`src/rtl/sram_pingpong_ctrl.sv`:
```
// Ping-pong tile SRAM controller: fills one bank from the input stream while draining the other,
// sharing the single SRAM address bus between writes and reads with a round-robin arbiter.
module sram_pingpong_ctrl #(
  parameter int ADDR_WIDTH = 8,
  parameter int DATA_WIDTH = 8,
  parameter int TILE_LEN   = 16
) (
  input  logic                  clk,
  input  logic                  rst,
  input  logic                  in_valid,
  input  logic [DATA_WIDTH-1:0] in_data,
  output logic                  in_ready,
  output logic                  out_valid,
  output logic [DATA_WIDTH-1:0] out_data,
  output logic                  out_last,
  input  logic                  out_ready,
  output logic                  sram_we,
  output logic [ADDR_WIDTH-1:0] sram_addr,
  output logic [DATA_WIDTH-1:0] sram_din,
  output logic                  sram_sel,
  input  logic [DATA_WIDTH-1:0] sram_dout,
  output logic [1:0]            bank_full
);

  localparam logic [ADDR_WIDTH-1:0] LAST_ADDR = ADDR_WIDTH'(TILE_LEN - 1);

  typedef enum logic [1:0] {
    GNT_IDLE = 2'd0,
    GNT_WR   = 2'd1,
    GNT_RD   = 2'd2
  } grant_e;

  logic                  r_wr_bank;
  logic                  r_rd_bank;
  logic [ADDR_WIDTH-1:0] r_wr_addr;
  logic [ADDR_WIDTH-1:0] r_rd_addr;
  logic [1:0]            r_full;
  logic [DATA_WIDTH-1:0] r_fifo_data [2];
  logic                  r_fifo_last [2];
  logic [1:0]            r_fifo_cnt;
  logic                  r_fifo_head;
  logic                  r_rd_pend;
  logic                  r_rd_tag;
  logic                  r_last_grant;
  logic [ADDR_WIDTH-1:0] r_addr_hold;
  logic                  r_sel_hold;

  logic   w_wreq;
  logic   w_rreq;
  logic   w_pop;
  logic   w_tail;
  grant_e w_grant;

  // Read credit counts words already buffered plus the one still coming back from the SRAM.
  assign w_wreq = in_valid && !r_full[r_wr_bank];
  assign w_rreq = r_full[r_rd_bank] && ((r_fifo_cnt + {1'b0, r_rd_pend}) < 2'd2);
  assign w_pop  = (r_fifo_cnt != 2'd0) && out_ready;
  assign w_tail = r_fifo_head ^ r_fifo_cnt[0];

  // Arbitration between write and read requests
  always_comb begin
    w_grant = GNT_IDLE;
    if (rst) begin
      w_grant = GNT_IDLE;
    end else if (w_wreq && w_rreq) begin
      w_grant = r_last_grant ? GNT_WR : GNT_RD;
    end else if (w_wreq) begin
      w_grant = GNT_WR;
    end else if (w_rreq) begin
      w_grant = GNT_RD;
    end else begin
      w_grant = GNT_IDLE;
    end
  end

  // SRAM bus drive; an idle cycle keeps the last address and bank on the bus
  always_comb begin
    sram_we   = 1'b0;
    in_ready  = 1'b0;
    sram_addr = r_addr_hold;
    sram_sel  = r_sel_hold;
    case (w_grant)
      GNT_WR: begin
        sram_we   = 1'b1;
        in_ready  = 1'b1;
        sram_addr = r_wr_addr;
        sram_sel  = r_wr_bank;
      end
      GNT_RD: begin
        sram_addr = r_rd_addr;
        sram_sel  = r_rd_bank;
      end
      default: begin
        sram_we = 1'b0;
      end
    endcase
  end

  assign sram_din  = in_data;
  assign out_valid = (r_fifo_cnt != 2'd0);
  assign out_data  = r_fifo_data[r_fifo_head];
  assign out_last  = r_fifo_last[r_fifo_head];
  assign bank_full = r_full;

  // Bank pointers, addresses, full flags and arbiter history
  always_ff @(posedge clk) begin
    if (rst) begin
      r_wr_bank    <= 1'b0;
      r_rd_bank    <= 1'b0;
      r_wr_addr    <= '0;
      r_rd_addr    <= '0;
      r_full       <= 2'b00;
      r_rd_pend    <= 1'b0;
      r_rd_tag     <= 1'b0;
      r_last_grant <= 1'b0;
      r_addr_hold  <= '0;
      r_sel_hold   <= 1'b0;
    end else begin
      r_rd_pend <= (w_grant == GNT_RD);
      if (w_wreq && w_rreq) begin
        r_last_grant <= (w_grant == GNT_RD);
      end
      if (w_grant != GNT_IDLE) begin
        r_addr_hold <= sram_addr;
        r_sel_hold  <= sram_sel;
      end
      case (w_grant)
        GNT_WR: begin
          if (r_wr_addr == LAST_ADDR) begin
            r_full[r_wr_bank] <= 1'b1;
            r_wr_addr         <= '0;
            r_wr_bank         <= ~r_wr_bank;
          end else begin
            r_wr_addr <= r_wr_addr + ADDR_WIDTH'(1);
          end
        end
        GNT_RD: begin
          r_rd_tag <= (r_rd_addr == LAST_ADDR);
          // The final read has already sampled the SRAM, so the bank is free for refilling.
          if (r_rd_addr == LAST_ADDR) begin
            r_full[r_rd_bank] <= 1'b0;
            r_rd_addr         <= '0;
            r_rd_bank         <= ~r_rd_bank;
          end else begin
            r_rd_addr <= r_rd_addr + ADDR_WIDTH'(1);
          end
        end
        default: begin
          r_rd_tag <= r_rd_tag;
        end
      endcase
    end
  end

  // Two-entry output FIFO fed by the returning SRAM read data
  always_ff @(posedge clk) begin
    if (rst) begin
      r_fifo_data[0] <= '0;
      r_fifo_data[1] <= '0;
      r_fifo_last[0] <= 1'b0;
      r_fifo_last[1] <= 1'b0;
      r_fifo_cnt     <= 2'd0;
      r_fifo_head    <= 1'b0;
    end else begin
      if (r_rd_pend) begin
        r_fifo_data[w_tail] <= sram_dout;
        r_fifo_last[w_tail] <= r_rd_tag;
      end
      if (w_pop) begin
        r_fifo_head <= ~r_fifo_head;
      end
      case ({r_rd_pend, w_pop})
        2'b10:   r_fifo_cnt <= r_fifo_cnt + 2'd1;
        2'b01:   r_fifo_cnt <= r_fifo_cnt - 2'd1;
        default: r_fifo_cnt <= r_fifo_cnt;
      endcase
    end
  end

endmodule

```
`config.mk`:
```
export PLATFORM = sky130hd
export DESIGN_NAME = sram_pingpong_ctrl
export DESIGN_NICKNAME = d
export VERILOG_FILES = /design/src/rtl/sram_pingpong_ctrl.sv
export SDC_FILE = /design/constraint.sdc
export NUM_CORES = 1
export LEC_CHECK = 0
export CORE_MARGIN = 5
export CORE_UTILIZATION = 43
export CTS_CLUSTER_DIAMETER = 30
export DETAILED_ROUTE_END_ITERATION = 6
export PLACE_DENSITY = 0.68
export SYNTH_ARGS = -nofsm -noshare
export SYNTH_HDL_FRONTEND = slang
export SYNTH_SLANG_ARGS = --single-unit
```
`constraint.sdc`:
```
create_clock -name clk -period 2.05 [get_ports clk]
set_input_delay 0.41 -clock clk [delete_from_list [all_inputs] [get_ports clk]]
set_output_delay 0.41 -clock clk [all_outputs]
set_load 0.01 [all_outputs]
```
==> impl_metrics.json <==
{
  "outcome": "complete, but fails checks",
  "failed_checks": "negative setup slack",
  "fp.dieArea_um2": 7750,
  "worstMarginPinSlew_ns": 0.497,
  "synth_top_cell_area_share_pct": 27.5,
  "syn_nets": 290,
  "power_density_nw_per_um2": 801,
  "slew_viol_final": 0,
  "worstPathMaxFanout": 7,
  "drv_cap": 0,
  "viasPerCell": 5.01,
  "grt_max_degree": 23,
  "initial_core_util_pct": 44.2,
  "finalCritPeriodShare_pct": 125,
  "hpwl_um": 3920,
  "worstPathBufferInverterCount": 5,
  "ir_worst_vdd_uv": 402,
  "htree_num_levels": 2,
  "p_total_mw": 3.05,
  "clock_tree.root_cell": "clkbuf_8",
  "holdPathEnd": "r_sel_hold",
  "portBuffers": 34,
  "grt_util_all_layers_pct": 15.2,
  "critPathLaunchType": "flip-flop",
  "cellLeakagePower_nw": 1.52,
  "syn_inst": 264,
  "io_pins": 51,
  "drc": 0,
  "reg2reg_from": "r_rd_pend",
  "ys.flop_type": "dfxtp_1",
  "cp_slowest_cell": "dfxtp_2",
  "path_delay_family": "buffers and inverters",
  "clk_latency_ns": 0.31,
  "required_ns": 1.64,
  "relSlewSlack_pct": 66.6,
  "drtIter0Drc": 127,
  "rows": 28,
  "hold_viol_final": 0,
  "synth-edff-count": 18,
  "holdCritStartpoint": "r_sel_hold",
  "area_growth_pct": 45.6,
  "holdCritPathClass": "flip-flop to flip-flop",
  "post-synth-top-count-cell": "nor2_1",
  "wirelength_um": 5960,
  "avgSynthCellArea_um2": 9.91,
  "ant_nets": 0,
  "wl_per_cell_um": 14.4,
  "grt_first_pass_wirelength_um": 9230,
  "clock_skew_ns": 0.00852,
  "grt_pass1_vias": 2035,
  "core_area_um2": 5920,
  "cp.arrival_ns": 2.14,
  "end_kind": "output pin",
  "vias": 2071,
  "crit_start": "bank_full[0]",
  "place_congestion": 0.839,
  "cts_hold_buf": 0,
  "cts_tree": "built",
  "min_period_ns": 2.55,
  "ys_ff_latch": 54,
  "ys_seq_area_share_pct": 48.2,
  "yosys.area.top_type": "dfxtp_1",
  "die_w_um": 88.0,
  "min_path_cells": 2,
  "cts_num_sinks": 54,
  "reg2reg_slack_ns": -0.28,
  "synthTopCellsByCount": "nor2_1 (45), dfxtp_1 (36), and2_1 (20)",
  "fin_util_pct": 64.3,
  "dieHeight_um": 88.0,
  "crit_type": "flip-flop to output pin",
  "rsz0062_at_grt": "true",
  "setup_violations": 30,
  "antenna_found_initial": 0,
  "crit_path_max_incr_delay_ns": 0.34,
  "finalWorstSetupSlack_ns": -0.505,
  "fmax_mhz": 391,
  "synthArstFlopShare_pct": 0,
  "syn_area_um2": 2620,
  "clk_pin_slew_ns": 0.10,
  "clk_path_buf_depth": 2,
  "crit_chain": "inv_2, o211a_1, buf_6, nand2_4, nand3b_1, buf_4, ha_4, buf_8, a22oi_2, a21oi_2, buf_2",
  "drive_above_1_share_pct": 43.5,
  "reg2reg_depth": 12,
  "synth_cell_types": 43,
  "cts_made_buffers": 5,
  "yosys_warnings": 0,
  "overflow": 0,
  "synthTopCellsByArea": "dfxtp_1 (28%), edfxtp_1 (21%), nor2_1 (6.5%), mux2i_1 (5.0%), and2_1 (4.8%)",
  "first_pass_iters": 4,
  "nNetsFinal": 363,
  "diodes": 0,
  "r2r_end": "bank_full[0]"
}
[cells in the final DEF (no fill, tap or decap), types with 2 or more instances in the layout]
| cell | instances |
|---|---|
| mux2i_1 | 12 |
| ha_4 | 3 |
| inv_1 | 3 |
| dfxtp_1 | 29 |
| or3_1 | 2 |
| inv_2 | 2 |
| nor2_1 | 36 |
| xnor2_1 | 6 |
| o21ai_0 | 2 |
| a21oi_1 | 3 |
| nand2_4 | 2 |
| ha_1 | 3 |
| nand2_2 | 2 |
| clkdlybuf4s50_1 | 22 |
| or2_4 | 2 |
| xor2_1 | 9 |
| a21oi_4 | 2 |
| buf_2 | 7 |
| buf_6 | 23 |
| buf_12 | 2 |
| clkbuf_8 | 5 |
| nand2_1 | 6 |
| nor2_2 | 9 |
| nand4_1 | 3 |
| buf_4 | 29 |
| or2_2 | 3 |
| mux2_2 | 9 |
| a22oi_2 | 9 |
| edfxtp_1 | 18 |
| nand2b_1 | 3 |
| and2_1 | 19 |
| nand3_1 | 4 |
| a21oi_2 | 9 |
| dfxtp_4 | 2 |
| dfxtp_2 | 5 |
| o21ai_4 | 2 |
[per-layer routing]
layer	part of all wire, %	wire [um]	vias to the layer above	global-route usage, %
li1	-	-	1048	-
met1	44	2630	975	18.4
met2	50	2960	41	27.2
met3	5.0	299	7	3.48
met4	1.1	66	0	3.98
met5	0	0	-	0
[layout make-up]
cell class	count	area (um2)
multi-input combinational	185	1490
timing repair buffer	86	821
inverter	5	18.8
clock inverter	3	43.8
clock buffer	5	68.8
tap	75	93.8
fill	487	2110
sequential	54	1270
[worst max path at each step]
stage | end | slack [ns] | cells past startpoint
after floorplan | sram_addr[3] | -0.03 | 9
after global placement | sram_addr[4] | -1.02 | 10
after detailed placement | sram_sel | -1.04 | 10
after CTS | sram_addr[6] | -0.50 | 11
after global routing | sram_addr[7] | -0.60 | 10
final | sram_addr[0] | -0.50 | 11
[where the power goes]
group,internal [mW],switching [mW],leakage [nW]
Clock,0.366,0.353,0.0585
Combinational,0.625,0.490,0.977
Sequential,1.17,0.0490,0.481
Total,2.16,0.892,1.52
[sequential cells by signal, summed over array words and instances (netlist names), named ones only]
name,count
r_rd_pend,1
r_rd_addr,8
r_sel_hold,1
r_last_grant,1
r_fifo_head,1
r_addr_hold,8
r_rd_bank,1
r_wr_addr,8
r_fifo_last,2
r_fifo_cnt,2
r_wr_bank,1
r_rd_tag,1
r_fifo_data,16
bank_full,2
[kinds of logic (layout without fill, tap and decap cells)]
family                   count (synthesis)  after routing  share of synthesized area (%)
multiplexers                            23             23                           9.27
buffers and inverters                   25             99                           5.07
XOR/XNOR                                17             17                           5.69
adder cells (fa/ha/maj)                  6              6                           2.87
AO/OA/AOI/OAI                           35             35                           8.99
AND/OR/NAND/NOR                        104            104                           19.9
flip-flops                              54             54                           48.2
[stage by stage]
stage | instance area (um2) | setup WS [ns] | hold WS, ns | setup TNS [ns] | instances
finish | 3810 | -0.505 | 0.505 | -8.29 | 413
detailed placement | 3300 | -1.04 | 0.487 | -26.15 | 386
floorplan | 2750 | -0.0313 | 0.465 | -0.163 | 264
global route | 3810 | -0.605 | 0.555 | -11.66 | 413
global placement | 3300 | -1.02 | 0.473 | -24.74 | 386
CTS | 3650 | -0.502 | 0.513 | -8.04 | 411
[worst reg2reg max path: stages, from the launching register on]
cell	delay, ns
dfxtp_2	0.33
a21o_1	0.18
a21oi_2	0.19
inv_2	0.10
o21ai_4	0.20
buf_6	0.13
ha_4	0.16
buf_6	0.12
buf_6	0.10
and2_4	0.13
and4_4	0.26
and4b_1	0.23
o32ai_2	0.09
[repair_timing]
item,4_1_cts,5_1_grt
setup endpoints to repair,38,34
buffers inserted,17,4
pin swaps,29,20
cloned,0,1
resized for setup,85,36
Note: power is estimated with default switching activity, not from simulation.
